===== config.mk =====
export PLATFORM = sky130hd
export DESIGN_NAME = seg7_pattern_reader
export DESIGN_NICKNAME = d
export VERILOG_FILES = /design/src/rtl/seg7_pattern_reader.sv
export SDC_FILE = /design/constraint.sdc
export NUM_CORES = 1
export LEC_CHECK = 0
export BUFFER_PORTS_ARGS = -buffer_cell sky130_fd_sc_hd__buf_2
export CAP_MARGIN = 20
export CORE_ASPECT_RATIO = 0.6
export CORE_MARGIN = 2
export CORE_UTILIZATION = 43
export CTS_BUF_LIST = sky130_fd_sc_hd__clkbuf_16
export CTS_CLUSTER_DIAMETER = 40
export CTS_CLUSTER_SIZE = 28
export DETAILED_ROUTE_END_ITERATION = 8
export GPL_ROUTABILITY_DRIVEN = 0
export SKIP_LAST_GASP = 1
export SLEW_MARGIN = 15
export SYNTH_ARGS = -nofsm -noshare
export SYNTH_HDL_FRONTEND = slang
export SYNTH_SLANG_ARGS = --single-unit

===== constraint.sdc =====
create_clock -name CLOCK_50 -period 4.1 [get_ports CLOCK_50]
set_clock_uncertainty 0.2 [all_clocks]
set_input_delay 0.205 -clock CLOCK_50 [delete_from_list [all_inputs] [get_ports CLOCK_50]]
set_output_delay 0.205 -clock CLOCK_50 [all_outputs]
set_load 0.01 [all_outputs]

===== src/rtl/seg7_pattern_reader.sv =====
// seg7_pattern_reader: watches an active-low 7-segment bus, waits for each
// pattern to settle, and decodes it back to a hex digit. The digit is offered
// downstream through a valid/ready handshake. The block also flags blank and
// illegal patterns, and raises a sticky flag when a digit is overwritten
// before it was taken.
module seg7_pattern_reader #(
    parameter int unsigned STABLE_CYCLES = 4
) (
    input  logic       CLOCK_50,
    input  logic       resetn,
    input  logic [6:0] seg,
    output logic [3:0] digit,
    output logic       digit_valid,
    input  logic       digit_ready,
    output logic       blank,
    output logic       illegal,
    output logic       overflow
);

    localparam logic [7:0] CntMax  = 8'(STABLE_CYCLES - 1);
    localparam logic [6:0] SegBlank = 7'h7F;

    typedef enum logic [1:0] {
        StWaitChange,
        StSettling,
        StHold
    } state_e;

    state_e     state;
    logic [6:0] sync1;
    logic [6:0] s_seg;
    logic [6:0] prev_seg;
    logic [6:0] last_seg;
    logic [7:0] cnt;
    logic       seg_changed;
    logic       settled;
    logic       dec_ok;
    logic [3:0] dec_val;

    assign seg_changed = (s_seg != prev_seg);
    assign settled     = !seg_changed && (cnt == CntMax);

    // Synchronizer, previous-sample register and saturating stability counter.
    always_ff @(posedge CLOCK_50) begin
        if (!resetn) begin
            sync1    <= SegBlank;
            s_seg    <= SegBlank;
            prev_seg <= SegBlank;
            cnt      <= 8'd0;
        end else begin
            sync1    <= seg;
            s_seg    <= sync1;
            prev_seg <= s_seg;
            if (seg_changed) begin
                cnt <= 8'd0;
            end else if (cnt != CntMax) begin
                cnt <= cnt + 8'd1;
            end
        end
    end

    // Decode the most recently settled pattern to its hex value.
    always_comb begin
        dec_ok  = 1'b1;
        dec_val = 4'h0;
        case (last_seg)
            7'h40:   dec_val = 4'h0;
            7'h79:   dec_val = 4'h1;
            7'h24:   dec_val = 4'h2;
            7'h30:   dec_val = 4'h3;
            7'h19:   dec_val = 4'h4;
            7'h12:   dec_val = 4'h5;
            7'h02:   dec_val = 4'h6;
            7'h78:   dec_val = 4'h7;
            7'h00:   dec_val = 4'h8;
            7'h10:   dec_val = 4'h9;
            7'h08:   dec_val = 4'hA;
            7'h03:   dec_val = 4'hB;
            7'h46:   dec_val = 4'hC;
            7'h21:   dec_val = 4'hD;
            7'h06:   dec_val = 4'hE;
            7'h0E:   dec_val = 4'hF;
            default: dec_ok  = 1'b0;
        endcase
    end

    // Settle-detection FSM with registered classification and handshake outputs.
    always_ff @(posedge CLOCK_50) begin
        if (!resetn) begin
            state       <= StWaitChange;
            last_seg    <= SegBlank;
            digit       <= 4'h0;
            digit_valid <= 1'b0;
            blank       <= 1'b0;
            illegal     <= 1'b0;
            overflow    <= 1'b0;
        end else begin
            if (digit_valid && digit_ready) begin
                digit_valid <= 1'b0;
            end
            unique case (state)
                StWaitChange: begin
                    if (s_seg != last_seg) begin
                        state <= StSettling;
                    end
                end
                StSettling: begin
                    if (seg_changed) begin
                        state <= StWaitChange;
                    end else if (settled) begin
                        state    <= StHold;
                        last_seg <= s_seg;
                    end
                end
                StHold: begin
                    state <= StWaitChange;
                    if (dec_ok) begin
                        // A new digit overrides any same-cycle accept; only an
                        // unaccepted pending digit counts as lost.
                        digit       <= dec_val;
                        digit_valid <= 1'b1;
                        blank       <= 1'b0;
                        illegal     <= 1'b0;
                        if (digit_valid && !digit_ready) begin
                            overflow <= 1'b1;
                        end
                    end else if (last_seg == SegBlank) begin
                        blank   <= 1'b1;
                        illegal <= 1'b0;
                    end else begin
                        blank   <= 1'b0;
                        illegal <= 1'b1;
                    end
                end
                default: state <= StWaitChange;
            endcase
        end
    end

endmodule


## After elaboration in Yosys (flattened, before gate mapping)

Cells that the tools add are included.

- Add/subtract/negate cells: 1
- Equal/unequal tests: 24
- Mux-type cells: 13
- Bitwise operators: 2
- Reduce and logical (&&, ||, !) cells: 13

Operators with widths:

| kind | number |
|---|---|
| one-hot mux 4 bit (15 select lines) | 1 |
| == test 7 bit (second input constant) | 5 |
| == test 7 x 5 -> 1 bit (second input constant) | 3 |
| == test 7 x 6 -> 1 bit (second input constant) | 3 |
| OR reduction 16 bit | 1 |
| == test 7 x 2 -> 1 bit (second input constant) | 2 |
| == test 7 x 4 -> 1 bit (second input constant) | 2 |
| != test 7 bit | 2 |
| adder 8 x 1 -> 8 bit (second input constant) | 1 |
| == test 8 x 2 -> 1 bit (second input constant) | 1 |
| two-way mux 1 bit | 8 |
| != test 8 x 2 -> 1 bit (second input constant) | 1 |
| == test 7 x 3 -> 1 bit (second input constant) | 1 |
| logical NOT 7 bit | 1 |
| two-way mux 2 bit | 3 |
| AND reduction 3 bit | 2 |
| one-hot mux 2 bit (2 select lines) | 1 |
| AND reduction 2 bit | 2 |
| logical AND 1 bit | 3 |
| != test 3 bit (second input constant) | 1 |
| == test 2 x 1 -> 1 bit (second input constant) | 1 |
| == test 2 bit (second input constant) | 1 |
| logical NOT 1 bit | 2 |
| logical NOT 2 bit | 1 |
| 3 further kinds | 4 |

- Flip-flop bits (word level): 46
- Output and inout bits: 8

## Logic depth before layout (Yosys ltp)

- Word-level depth: 6
- Mapped depth: 7
- Depth with buffers taken out: 6

## Worst setup path before layout

Ideal clock, no wire load.

- Path kind: reg-to-reg
- Start: register cnt[0]
- End: register last_seg[0]
- Setup time: 129 ps
- Arrival: 1,723 ps
- Required time: 3,771 ps
- Path slack: 2,048 ps
- Stages on the path, launching flop included: 7
- Path through: dfxtp_1 ha_1 nor4b_4 nand2_2 nor4_4 mux2i_1 nand2_1

- Cells in the longest elaborated chain, start to end: 3

Ends and longest elaborated chain:

| what | RTL line | source |
|---|---|---|
| start, declared | 34 | `logic [7:0] cnt;` |
| start signal, assigned | 57 | `cnt <= cnt + 8'd1;` |
| == test 8 x 2 -> 1 bit | 41 | `assign settled = !seg_changed && (cnt == CntMax);` |
| logical AND 1 bit | 41 |  |
| AND reduction 3 bit (no line) | n/a |  |
| end signal, assigned | 91 | `last_seg <= SegBlank;` |
| end signal, assigned | 112 | `last_seg <= s_seg;` |
| end, declared | 33 | `logic [6:0] last_seg;` |

No other way between the ends.
A chain may end at the register's enable or synchronous reset.

## Worst setup path in the final report

- Start: register cnt[0]
- End: register last_seg[2]

The elaborated chain is that of the path after synthesis.

==> results by group <==
Clock network
  – Setup Fix Bufs, Post-CTS: 0
  – CTS Sinks: 46
  – H-tree Lvls: 2
  – Post-cts hold buffer count: 7
  – PostCTS Resize Cnt: 0
  – Root Buffer: clkbuf_16
  – Clock transition at the registers of the reported paths: 0.06 ns
  – Inserted Clock Buffers: 5
  – CTS Buffer Depth: 2
  – Worst-skew pair later-pin latency: 0.28 ns
  – TritonCTS clock tree: done

Hold path
  – HP Class: in2reg

Route
  – Total Wirelength: 4.19 mm
  – Met2 Wirelength: 1.59 mm
  – Vias/cell: 5.16
  – DRT antenna net count: 0
  – Drt pass-1 iters: 5
  – Top Metal Used: met4
  – Via count: 1553
  – Metal-1 WL: 2.33 mm
  – DRT iter0 DRCs: 137
  – Metal3 WL: 244 um
  – Routed WL per cell: 13.9 um
  – DR DRC count: 0

Synthesis
  – Synth warn: 0
  – Seq/Total Area, Yosys: 43.4%
  – Ranking of synthesized cells by area: dfxtp_1, nand2b_1, xor2_1
  – Share of the synthesized area in the top cell type: 43.4%
  – Number of synthesized flops with an enable pin: 0
  – Synth cell count leaders: dfxtp_1, nand2b_1, nor2_1, nand2_1, xor2_1
  – Most frequent cell after synthesis: dfxtp_1
  – Post-synthesis cell count: 218
  – Asr flop ratio synth: 0%
  – Area leader, netlist: dfxtp_1
  – Avg Cell Area, Syn: 9.72 um^2
  – Syn nets: around 230
  – Flops & latches, synth: 46
  – Post-synth top flop: dfxtp_1
  – Post-Syn Area: between 2000 and 2500 um^2
  – Netlist cell types: 53

Worst setup path
  – Reg2reg setup slack: about 1.8 ns
  – Worst Path Arrival: 2.29 ns
  – Critical path class: reg2reg
  – Crit end category: flop
  – Worst setup SP type: flop
  – Crit Path Max Fanout: 8
  – WP data required: 4.04 ns

Final layout
  – Layout cell share with drive strength beyond 1: 14.7%
  – Layout Area Growth over Synthesis: 13.0%
  – # fillers: 443
  – Reg area: 921 um^2
  – Multi-input gate area: between 1000 and 1500 um^2
  – Ant diodes: 0
  – Layout Nets: 248

Floorplanning
  – Die ar.: 5520 um^2
  – Site Rows: 19
  – DIE HEIGHT: about 60 um
  – Initial core utilization: 45.5%
  – Core Box Area: 4660 um^2
  – IO Pins: 18
  – DIE WIDTH: 94.6 um

STA
  – Final setup viols: 0
  – Fmax achieved: 426 MHz
  – Final Hold Fails: 0
  – Max Slew Vio Count: 0
  – Post-route clock period utilization: between 50% and 60%
  – Worst Tran Pin Value: 0.639 ns
  – Worst setup margin: 1.75 ns
  – Hold Slack: 0.0133 ns
  – Final min period: 2.35 ns
  – Slew HR: 57.1%
  – Setup TNS: 0 ns
  – RSZ-0062 raised after global routing: no

Global routing
  – Gr usage total: 16.3%
  – Largest net degree at the start of global routing: 38
  – Initial antenna violation count: 0
  – Vias in the first global route: 1421
  – First-pass GRT wire length: 6.82 mm
  – Global route total overflow: 0

Run
  – # Max-Cap Violations: 0

Power
  – Pwr Density: 379 nW/um^2
  – PnR Total Power: 908 uW
  – P_leak: 0.896 nW
  – Peak supply drop: 229 uV

Place
  – Post-DP HPWL: 2.80 mm
  – Post-Place Worst Slack: 1.76 ns
  – Port bufs: 17

Run status
  – Status: finished clean
==> kinds of logic (layout without fill, tap and decap cells) <==
family	count (synthesis)	in the layout	share of synthesized area, %
buf+inv	15	35	5.49
xor+xnor	22	22	9.09
mux	10	10	4.72
compound gates	26	26	9.09
fa+ha+maj	1	1	0.590
simple gates	98	98	27.6
flops	46	46	43.4
==> per-layer routing <==
| layer | track usage [%] | up-vias |
|---|---|---|
| met2 | 21.7 | 40 |
| met4 | 5.80 | 0 |
| met1 | 24.8 | 709 |
| met3 | 4.61 | 5 |
| met5 | 0 | - |
| li1 | - | 799 |
==> state kept, by name, indices dropped and copies added, names as in the netlist <==
| name | flops |
|---|---|
| state | 2 |
| prev_seg | 7 |
| digit | 4 |
| cnt | 8 |
| s_seg | 7 |
| digit_valid | 1 |
| overflow | 1 |
| last_seg | 7 |
| illegal | 1 |
| sync1 | 7 |
| blank | 1 |
==> report_power, final <==
| part | switching [mW] | internal (mW) | leakage (nW) |
|---|---|---|---|
| clock | 0.170 | 0.226 | 0.0698 |
| combinational | 0.0232 | 0.0231 | 0.450 |
| sequential | 0.00857 | 0.458 | 0.376 |
| total | 0.201 | 0.706 | 0.896 |
==> area by class of cell <==
class,count,share of cell area (%)
clock buffers,5,5.22
clock inverters,3,0.888
inverters,3,0.470
multi-input cells,157,45.2
flip-flops and latches,46,38.5
well taps,63,3.29
repair buffers,24,6.48
==> metrics by stage <==
stage	std cells	area [um^2]	util (%)
detailed placement	286	2180	46.8
global placement	286	2180	46.8
floorplan	218	2120	-
global route	301	2390	51.4
finish	301	2390	51.4
CTS	301	2390	51.4
==> worst max-delay path, stage by stage (launching register included) <==
cell and delay [ns]:
dfxtp_1 0.41, ha_1 0.27, nor4b_4 0.24, nand2_2 0.15, nor4_4 0.58, mux2i_1 0.27
nand2_1 0.08
==> cells in the final DEF (no fill, tap or decap), drive strengths merged, types with 2 or more instances in the layout <==
cell type    Yosys  layout
nor3             4       4
nand2           14      14
nor4             5       5
xnor2            9       9
o211ai           2       2
buf              8      17
and2             2       2
mux2i           10      10
and3b            3       3
and3             6       6
dfxtp           46      46
and4             2       2
clkinv           0       2
inv              3       3
xor2            13      13
a21oi            5       5
nor2            14      14
nor3b            3       3
dlygate4sd3      0       7
nand2b          23      23
clkbuf           4       5
a32oi            3       3
o21ai            4       4
nor4b            2       2
nand3           12      12
nand4            3       3
==> path summary, 6_finish.rpt <==
check	endpoint	start	depth (start not counted)
max	last_seg[2]	cnt[0]	6
max reg2reg	last_seg[2]	cnt[0]	6
min reg2reg	s_seg[2]	sync1[2]	1
min	digit_valid	digit_ready	3
Power figures use the tool's default switching activity.
